## config.mk

```make
export PLATFORM = sky130hd
export DESIGN_NAME = lsu_ctrl_flat
export DESIGN_NICKNAME = d
export VERILOG_FILES = /design/src/rtl/lsu_ctrl_if.sv /design/src/rtl/lsu_ctrl.sv /design/src/flat_wrapper.sv
export SDC_FILE = /design/constraint.sdc
export NUM_CORES = 1
export LEC_CHECK = 0
export ABC_AREA = 1
export BUFFER_PORTS_ARGS = -buffer_cell sky130_fd_sc_hd__clkbuf_2
export CAP_MARGIN = 20
export CORE_ASPECT_RATIO = 0.9
export CORE_UTILIZATION = 44
export CTS_CLUSTER_SIZE = 12
export DETAILED_ROUTE_END_ITERATION = 10
export GPL_ROUTABILITY_DRIVEN = 0
export GPL_TIMING_DRIVEN = 0
export PLACE_DENSITY = 0.8
export SKIP_LAST_GASP = 1
export SYNTH_ARGS = -nofsm -noshare
export SYNTH_HDL_FRONTEND = slang
export SYNTH_SLANG_ARGS = --single-unit
```

## constraint.sdc

```tcl
create_clock -name i_clk -period 6.1 [get_ports i_clk]
set_input_delay 0.305 -clock i_clk [delete_from_list [all_inputs] [get_ports i_clk]]
set_output_delay 0.305 -clock i_clk [all_outputs]
set_load 0.03 [all_outputs]
```

## src/rtl/lsu_ctrl_if.sv

```systemverilog
// Core/memory bus bundle for lsu_ctrl; signal names are from the controller's
// point of view (i_* driven into it, o_* driven by it).
interface lsu_ctrl_if;
    // Core side
    logic        i_lsu_req;
    logic        i_lsu_wren;
    logic [31:0] i_lsu_addr;
    logic [31:0] i_lsu_wdata;
    logic [1:0]  i_data_type;
    logic        i_unsigned;
    logic        o_stall;
    logic        o_lsu_done;
    logic [31:0] o_lsu_rdata;
    logic        o_lsu_err;
    logic        o_misaligned;
    // Memory side: o_mem_req is held until i_mem_ack; i_mem_rdata is valid
    // in the same cycle as i_mem_ack, and ack is only honoured while requesting.
    logic        o_mem_req;
    logic        o_mem_we;
    logic [31:0] o_mem_addr;
    logic [31:0] o_mem_wdata;
    logic [3:0]  o_mem_bmask;
    logic        i_mem_ack;
    logic [31:0] i_mem_rdata;

    modport master (
        output i_lsu_req, i_lsu_wren, i_lsu_addr, i_lsu_wdata, i_data_type, i_unsigned,
        output i_mem_ack, i_mem_rdata,
        input  o_stall, o_lsu_done, o_lsu_rdata, o_lsu_err, o_misaligned,
        input  o_mem_req, o_mem_we, o_mem_addr, o_mem_wdata, o_mem_bmask
    );

    modport slave (
        input  i_lsu_req, i_lsu_wren, i_lsu_addr, i_lsu_wdata, i_data_type, i_unsigned,
        input  i_mem_ack, i_mem_rdata,
        output o_stall, o_lsu_done, o_lsu_rdata, o_lsu_err, o_misaligned,
        output o_mem_req, o_mem_we, o_mem_addr, o_mem_wdata, o_mem_bmask
    );
endinterface

```

## src/rtl/lsu_ctrl.sv

```systemverilog
// Load/store unit controller: IDLE/REQ/DONE sequencer with lane steering,
// load extension and ack timeout. Define LSU_MISALIGN_TRAP_EN to trap misaligned accesses.
module lsu_ctrl #(
    parameter int TIMEOUT_CYCLES = 16
) (
    input  logic       i_clk,
    input  logic       i_reset,
    lsu_ctrl_if.slave  bus
);

    localparam int CNT_W = (TIMEOUT_CYCLES > 2) ? $clog2(TIMEOUT_CYCLES) : 1;
    localparam logic [CNT_W-1:0] CNT_LAST = CNT_W'(TIMEOUT_CYCLES - 1);

    localparam logic [1:0] DT_HALF = 2'b01;
    localparam logic [1:0] DT_BYTE = 2'b10;

    typedef enum logic [1:0] {
        IDLE = 2'd0,
        REQ  = 2'd1,
        DONE = 2'd2
    } state_t;

    state_t           state_q;
    logic [CNT_W-1:0] cnt_q;
    logic             mem_req_q;
    logic             mem_we_q;
    logic [31:0]      mem_addr_q;
    logic [31:0]      mem_wdata_q;
    logic [3:0]       mem_bmask_q;
    logic [1:0]       dtype_q;
    logic [1:0]       addr_lo_q;
    logic             uns_q;
    logic             done_q;
    logic             err_q;
    logic [31:0]      rdata_q;
`ifdef LSU_MISALIGN_TRAP_EN
    logic             mis_q;
`endif

    logic [3:0]       mem_bmask_d;
    logic [31:0]      mem_wdata_d;
    logic [31:0]      rdata_d;
    logic [7:0]       lane_b;
    logic [15:0]      lane_h;
    logic             trap_d;

    // Lane enables and replicated store data from the incoming request.
    always_comb begin
        mem_bmask_d = 4'b1111;
        mem_wdata_d = bus.i_lsu_wdata;
        case (bus.i_data_type)
            DT_HALF: begin
                mem_bmask_d = 4'b0011 << {bus.i_lsu_addr[1], 1'b0};
                mem_wdata_d = {2{bus.i_lsu_wdata[15:0]}};
            end
            DT_BYTE: begin
                mem_bmask_d = 4'b0001 << bus.i_lsu_addr[1:0];
                mem_wdata_d = {4{bus.i_lsu_wdata[7:0]}};
            end
            default: ;
        endcase
    end

    // Load lane selection and extension, using the captured request attributes.
    always_comb begin
        lane_b = bus.i_mem_rdata[7:0];
        case (addr_lo_q)
            2'd1:    lane_b = bus.i_mem_rdata[15:8];
            2'd2:    lane_b = bus.i_mem_rdata[23:16];
            2'd3:    lane_b = bus.i_mem_rdata[31:24];
            default: lane_b = bus.i_mem_rdata[7:0];
        endcase
        lane_h = addr_lo_q[1] ? bus.i_mem_rdata[31:16] : bus.i_mem_rdata[15:0];
        case (dtype_q)
            DT_HALF: rdata_d = {{16{~uns_q & lane_h[15]}}, lane_h};
            DT_BYTE: rdata_d = {{24{~uns_q & lane_b[7]}}, lane_b};
            default: rdata_d = bus.i_mem_rdata;
        endcase
        if (mem_we_q) begin
            rdata_d = 32'h0;
        end
    end

`ifdef LSU_MISALIGN_TRAP_EN
    always_comb begin
        trap_d = 1'b0;
        case (bus.i_data_type)
            DT_HALF: trap_d = bus.i_lsu_addr[0];
            DT_BYTE: trap_d = 1'b0;
            default: trap_d = |bus.i_lsu_addr[1:0];
        endcase
    end
`else
    assign trap_d = 1'b0;
`endif

    always_ff @(posedge i_clk or posedge i_reset) begin
        if (i_reset) begin
            state_q     <= IDLE;
            cnt_q       <= '0;
            mem_req_q   <= 1'b0;
            mem_we_q    <= 1'b0;
            mem_addr_q  <= 32'h0;
            mem_wdata_q <= 32'h0;
            mem_bmask_q <= 4'h0;
            dtype_q     <= 2'b00;
            addr_lo_q   <= 2'b00;
            uns_q       <= 1'b0;
            done_q      <= 1'b0;
            err_q       <= 1'b0;
            rdata_q     <= 32'h0;
`ifdef LSU_MISALIGN_TRAP_EN
            mis_q       <= 1'b0;
`endif
        end else begin
            // Completion flags are single-cycle; only the transition into DONE raises them.
            done_q <= 1'b0;
            err_q  <= 1'b0;
`ifdef LSU_MISALIGN_TRAP_EN
            mis_q  <= 1'b0;
`endif
            case (state_q)
                IDLE: begin
                    if (bus.i_lsu_req) begin
                        mem_we_q    <= bus.i_lsu_wren;
                        mem_addr_q  <= {bus.i_lsu_addr[31:2], 2'b00};
                        mem_wdata_q <= mem_wdata_d;
                        mem_bmask_q <= mem_bmask_d;
                        dtype_q     <= bus.i_data_type;
                        addr_lo_q   <= bus.i_lsu_addr[1:0];
                        uns_q       <= bus.i_unsigned;
                        cnt_q       <= '0;
                        if (trap_d) begin
                            state_q <= DONE;
                            done_q  <= 1'b1;
                            err_q   <= 1'b1;
                            rdata_q <= 32'h0;
`ifdef LSU_MISALIGN_TRAP_EN
                            mis_q   <= 1'b1;
`endif
                        end else begin
                            state_q   <= REQ;
                            mem_req_q <= 1'b1;
                        end
                    end
                end
                REQ: begin
                    // Ack takes priority over a timeout landing in the same cycle.
                    if (bus.i_mem_ack) begin
                        state_q   <= DONE;
                        mem_req_q <= 1'b0;
                        done_q    <= 1'b1;
                        rdata_q   <= rdata_d;
                    end else if (cnt_q == CNT_LAST) begin
                        state_q   <= DONE;
                        mem_req_q <= 1'b0;
                        done_q    <= 1'b1;
                        err_q     <= 1'b1;
                        rdata_q   <= 32'h0;
                    end else begin
                        cnt_q <= cnt_q + 1'b1;
                    end
                end
                DONE: begin
                    state_q <= IDLE;
                end
                default: begin
                    state_q   <= IDLE;
                    mem_req_q <= 1'b0;
                end
            endcase
        end
    end

    assign bus.o_stall     = ~i_reset & (((state_q == IDLE) & bus.i_lsu_req) | (state_q == REQ));
    assign bus.o_lsu_done  = done_q;
    assign bus.o_lsu_rdata = rdata_q;
    assign bus.o_lsu_err   = err_q;
    assign bus.o_mem_req   = mem_req_q;
    assign bus.o_mem_we    = mem_we_q;
    assign bus.o_mem_addr  = mem_addr_q;
    assign bus.o_mem_wdata = mem_wdata_q;
    assign bus.o_mem_bmask = mem_bmask_q;
`ifdef LSU_MISALIGN_TRAP_EN
    assign bus.o_misaligned = mis_q;
`else
    assign bus.o_misaligned = 1'b0;
`endif

endmodule

```

## src/flat_wrapper.sv

```systemverilog
// flat-port wrapper written by rule: the top's interface ports become plain ports
module lsu_ctrl_flat 
#(
    parameter int TIMEOUT_CYCLES = 16
)
  (i_clk, i_reset, bus_i_lsu_req, bus_i_lsu_wren, bus_i_lsu_addr, bus_i_lsu_wdata, bus_i_data_type, bus_i_unsigned, bus_i_mem_ack, bus_i_mem_rdata, bus_o_stall, bus_o_lsu_done, bus_o_lsu_rdata, bus_o_lsu_err, bus_o_misaligned, bus_o_mem_req, bus_o_mem_we, bus_o_mem_addr, bus_o_mem_wdata, bus_o_mem_bmask);
  lsu_ctrl_if bus_i ();
  input  logic i_clk;
  input  logic i_reset;
  input wire logic [$bits(bus_i.i_lsu_req)-1:0] bus_i_lsu_req;
  input wire logic [$bits(bus_i.i_lsu_wren)-1:0] bus_i_lsu_wren;
  input wire logic [$bits(bus_i.i_lsu_addr)-1:0] bus_i_lsu_addr;
  input wire logic [$bits(bus_i.i_lsu_wdata)-1:0] bus_i_lsu_wdata;
  input wire logic [$bits(bus_i.i_data_type)-1:0] bus_i_data_type;
  input wire logic [$bits(bus_i.i_unsigned)-1:0] bus_i_unsigned;
  input wire logic [$bits(bus_i.i_mem_ack)-1:0] bus_i_mem_ack;
  input wire logic [$bits(bus_i.i_mem_rdata)-1:0] bus_i_mem_rdata;
  output wire logic [$bits(bus_i.o_stall)-1:0] bus_o_stall;
  output wire logic [$bits(bus_i.o_lsu_done)-1:0] bus_o_lsu_done;
  output wire logic [$bits(bus_i.o_lsu_rdata)-1:0] bus_o_lsu_rdata;
  output wire logic [$bits(bus_i.o_lsu_err)-1:0] bus_o_lsu_err;
  output wire logic [$bits(bus_i.o_misaligned)-1:0] bus_o_misaligned;
  output wire logic [$bits(bus_i.o_mem_req)-1:0] bus_o_mem_req;
  output wire logic [$bits(bus_i.o_mem_we)-1:0] bus_o_mem_we;
  output wire logic [$bits(bus_i.o_mem_addr)-1:0] bus_o_mem_addr;
  output wire logic [$bits(bus_i.o_mem_wdata)-1:0] bus_o_mem_wdata;
  output wire logic [$bits(bus_i.o_mem_bmask)-1:0] bus_o_mem_bmask;
  assign bus_i.i_lsu_req = bus_i_lsu_req;
  assign bus_i.i_lsu_wren = bus_i_lsu_wren;
  assign bus_i.i_lsu_addr = bus_i_lsu_addr;
  assign bus_i.i_lsu_wdata = bus_i_lsu_wdata;
  assign bus_i.i_data_type = bus_i_data_type;
  assign bus_i.i_unsigned = bus_i_unsigned;
  assign bus_i.i_mem_ack = bus_i_mem_ack;
  assign bus_i.i_mem_rdata = bus_i_mem_rdata;
  assign bus_o_stall = bus_i.o_stall;
  assign bus_o_lsu_done = bus_i.o_lsu_done;
  assign bus_o_lsu_rdata = bus_i.o_lsu_rdata;
  assign bus_o_lsu_err = bus_i.o_lsu_err;
  assign bus_o_misaligned = bus_i.o_misaligned;
  assign bus_o_mem_req = bus_i.o_mem_req;
  assign bus_o_mem_we = bus_i.o_mem_we;
  assign bus_o_mem_addr = bus_i.o_mem_addr;
  assign bus_o_mem_wdata = bus_i.o_mem_wdata;
  assign bus_o_mem_bmask = bus_i.o_mem_bmask;
  lsu_ctrl #(.TIMEOUT_CYCLES(TIMEOUT_CYCLES)) u_core (.i_clk(i_clk), .i_reset(i_reset), .bus(bus_i));
endmodule
```

==> results.sh <==
export IMPL_gr_total_overflow=0
export IMPL_vias=5694
export IMPL_grt_pass1_wl_um=26080
export IMPL_cp_common_cell="buf_2"
export IMPL_cts_root_buf="clkbuf_16"
export IMPL_yosysTopAreaCell="dfrtp_1"
export IMPL_finalPower_w=0.004242
export IMPL_cp_end_kind="primary output"
export IMPL_core_sq_um=12640
export IMPL_critPathKind="reg -> out"
export IMPL_clock_sinks=113
export IMPL_grt_max_degree=61
export IMPL_ant_nets=0
export IMPL_synth_seq_cells=113
export IMPL_io_buffers=206
export IMPL_arrival_ps=1880
export IMPL_clock_skew_ps=17.65
export IMPL_cts_resized=0
export IMPL_syn_inst=735
export IMPL_fin_crit_sh_pct=35.75
export IMPL_ys_seq_area_share_pct=49.75
export IMPL_setup_viol=0
export IMPL_cp_slowest_cell="dfrtp_1"
export IMPL_dp_cells=1108
export IMPL_powerDensity_nw_per_um2=563.5
export IMPL_min_path_type="in -> async"
export IMPL_synth_area_sq_um=5684
export IMPL_clockBufferDepth=2
export IMPL_post_place_ws_ps=4325
export IMPL_row_count=39
export IMPL_required_ps=5790
export IMPL_synthArstFlopShare_pct=100.0
export IMPL_wl_um=16200
export IMPL_start_util_pct=44.98
export IMPL_crit_chain="inv_1, nand3_1, buf_2, buf_2, a21oi_1, clkbuf_2"
export IMPL_first_global_vias=5330
export IMPL_drv_slew=0
export IMPL_stdcell_area_sq_um=7527
export IMPL_synth_top_cells_by_area="dfrtp_1, nand2_1, a21oi_1"
export IMPL_vias_per_cell=4.995
export IMPL_ys_warn_count=0
export IMPL_finalSetupTns_ps=0
export IMPL_ios=210
export IMPL_antenna_found_initial=0
export IMPL_first_pass_iters=5
export IMPL_synth_edf_count=0
export IMPL_nNetsFinal=1072
export IMPL_cts_buffers=17
export IMPL_outcome="completed"
export IMPL_cts_tree="done"
export IMPL_postSynthAreaPerCell_sq_um=7.734
export IMPL_period_needed_ps=2181
export IMPL_die_area_sq_um=13380
export IMPL_cp_start_kind="flip-flop"
export IMPL_clock_latency_ps=430
export IMPL_die_x_um=121.8
export IMPL_rsz0062_at_grt="false"
export IMPL_yosys_area_top_type_share_pct=49.75
export IMPL_critical_path_top_delay_family="buffers and inverters"
export IMPL_wl_per_cell_um=14.21
export IMPL_path_buf_inv=4
export IMPL_fin_cells=1140
export IMPL_clk_pin_slew_ps=60
export IMPL_drc_errors=0
export IMPL_drive_above_1_share_pct=29.92
export IMPL_cts_setup_buffers=0
export IMPL_irDropWorstVdd_mv=0.2883
export IMPL_syn_to_final_growth_pct=32.42
export IMPL_ys_dominant_reg_cell="dfrtp_1"
export IMPL_grt_usage_pct=25.83
export IMPL_max_freq_mhz=458.5
export IMPL_die_h_um=109.8
export IMPL_worst_pin_slew_ps=689.4
export IMPL_dpl_cell_area_sq_um=6958
export IMPL_setup_slack_ps=3919
export IMPL_drt_iter0_markers=399
export IMPL_slew_headroom_pct=54.04
export IMPL_critical_path_max_fanout=10
export IMPL_dp_hpwl_um=12010
export IMPL_antennaDiodeCount=0
export IMPL_hold_viol=0
export IMPL_max_stage_delay_ps=380
export IMPL_htree_levels=4
export IMPL_max_cap_viol_count=0
export IMPL_ys_types=36
export IMPL_hold_buffers=0
export IMPL_power_leakage_nw=4.205
-- metal layers --
| metal | wire [um] | GRT usage [%] |
|---|---|---|
| met1 | 7036 | 32.87 |
| met3 | 1544 | 9.077 |
| met4 | 472 | 13.14 |
| met2 | 7150 | 38.74 |
| met5 | 0 | 0 |
-- sequential cells by signal, summed over array words and instances, names as in the netlist --
signal	flops
u_core.bus.o_lsu_rdata	32
u_core.state_q	2
u_core.bus.o_lsu_done	1
u_core.addr_lo_q	2
u_core.bus.o_mem_wdata	32
u_core.uns_q	1
u_core.cnt_q	4
u_core.bus.o_mem_bmask	4
u_core.bus.o_mem_req	1
u_core.bus.o_lsu_err	1
u_core.bus.o_mem_addr	30
u_core.bus.o_mem_we	1
u_core.dtype_q	2
-- metrics by stage --
stage | util [%] | hold slack (ps)
floorplan | - | 414.6
global placement | 54.82 | 463.2
detailed placement | 55.05 | 465.9
CTS | 59.56 | 22.47
global route | 59.56 | 55.08
finish | 59.56 | 2.120
-- path summary, 6_finish.rpt --
| kind | from | end | slack, ps | depth (start not counted) |
|---|---|---|---|---|
| worst min-delay path | i_reset | u_core.state_q[0] | 2 | 2 |
| worst max register to register | u_core.dtype_q[0] | u_core.bus.o_lsu_rdata[19] | 4290 | 10 |
| max in group asynchronous | i_reset | u_core.bus.o_mem_addr[13] | 5390 | 3 |
| worst min register to register | u_core.bus.o_lsu_rdata[25] | u_core.bus.o_lsu_rdata[25] | 480 | 2 |
| min in group i_clk | bus_i_lsu_addr[5] | u_core.bus.o_mem_addr[5] | 70 | 3 |
| worst max-delay path | u_core.state_q[0] | bus_o_stall | 3920 | 6 |
-- where the power goes --
| part | internal, W | leakage, nW | switching, W |
|---|---|---|---|
| sequential | 0.00106 | 1.41 | 0.000186 |
| clock | 0.000597 | 0.268 | 0.000367 |
| combinational | 0.000596 | 2.53 | 0.00143 |
| total | 0.00226 | 4.20 | 0.00199 |
-- synthesized netlist by cell type, drive strengths merged (2+ instances only) --
library cell,number
o211ai,5
a21oi,76
nor3,8
dfrtp,113
nand3,30
o21ai,68
nor2,45
ha,5
nand2,270
inv,63
buf,28
or2,2
clkbuf,14
-- cell usage in the layout (no fill, tap or decap), drive strengths merged, types with 2 or more instances in the layout --
cell type,netlist,layout
conb,1,3
bufinv,0,2
clkbuf,14,238
ha,5,5
a21oi,76,76
nor3,8,8
buf,28,29
nand2,270,270
or2,2,2
inv,63,65
o21ai,68,68
nand3,30,30
dfrtp,113,113
o211ai,5,5
clkinv,1,6
nor2,45,45
clkinvlp,0,5
-- cell type report --
type | instances | area, sq um
Buffer | 42 | 232.7
Clock buffer | 18 | 429.2
Clock inverter | 14 | 140.1
Fill cell | 1162 | 5111
Inverter | 64 | 245.2
Multi-Input combinational cell | 518 | 2389
Sequential cell | 113 | 2828
Tap cell | 164 | 205.2
Timing Repair Buffer | 207 | 1059
-- cells by family (layout without fill, tap and decap cells) --
logic type | after synthesis | in the layout | synth area share, %
simple gates | 356 | 356 | 26.13
fa+ha+maj | 5 | 5 | 1.101
compound gates | 152 | 152 | 14.29
other cells | 1 | 3 | 0.06597
flops | 113 | 113 | 49.75
buf+inv | 106 | 345 | 8.365
xor+xnor | 2 | 2 | 0.3082
-- worst register-to-register path, delay by kind of cell (launching register included) --
kind / cells / cell delay [ps]
buf+inv: 5 / 650
flops: 1 / 380
fa+ha+maj: 1 / 270
compound gates: 1 / 90
simple gates: 3 / 310
No activity file was read; power rests on OpenSTA's default activity.
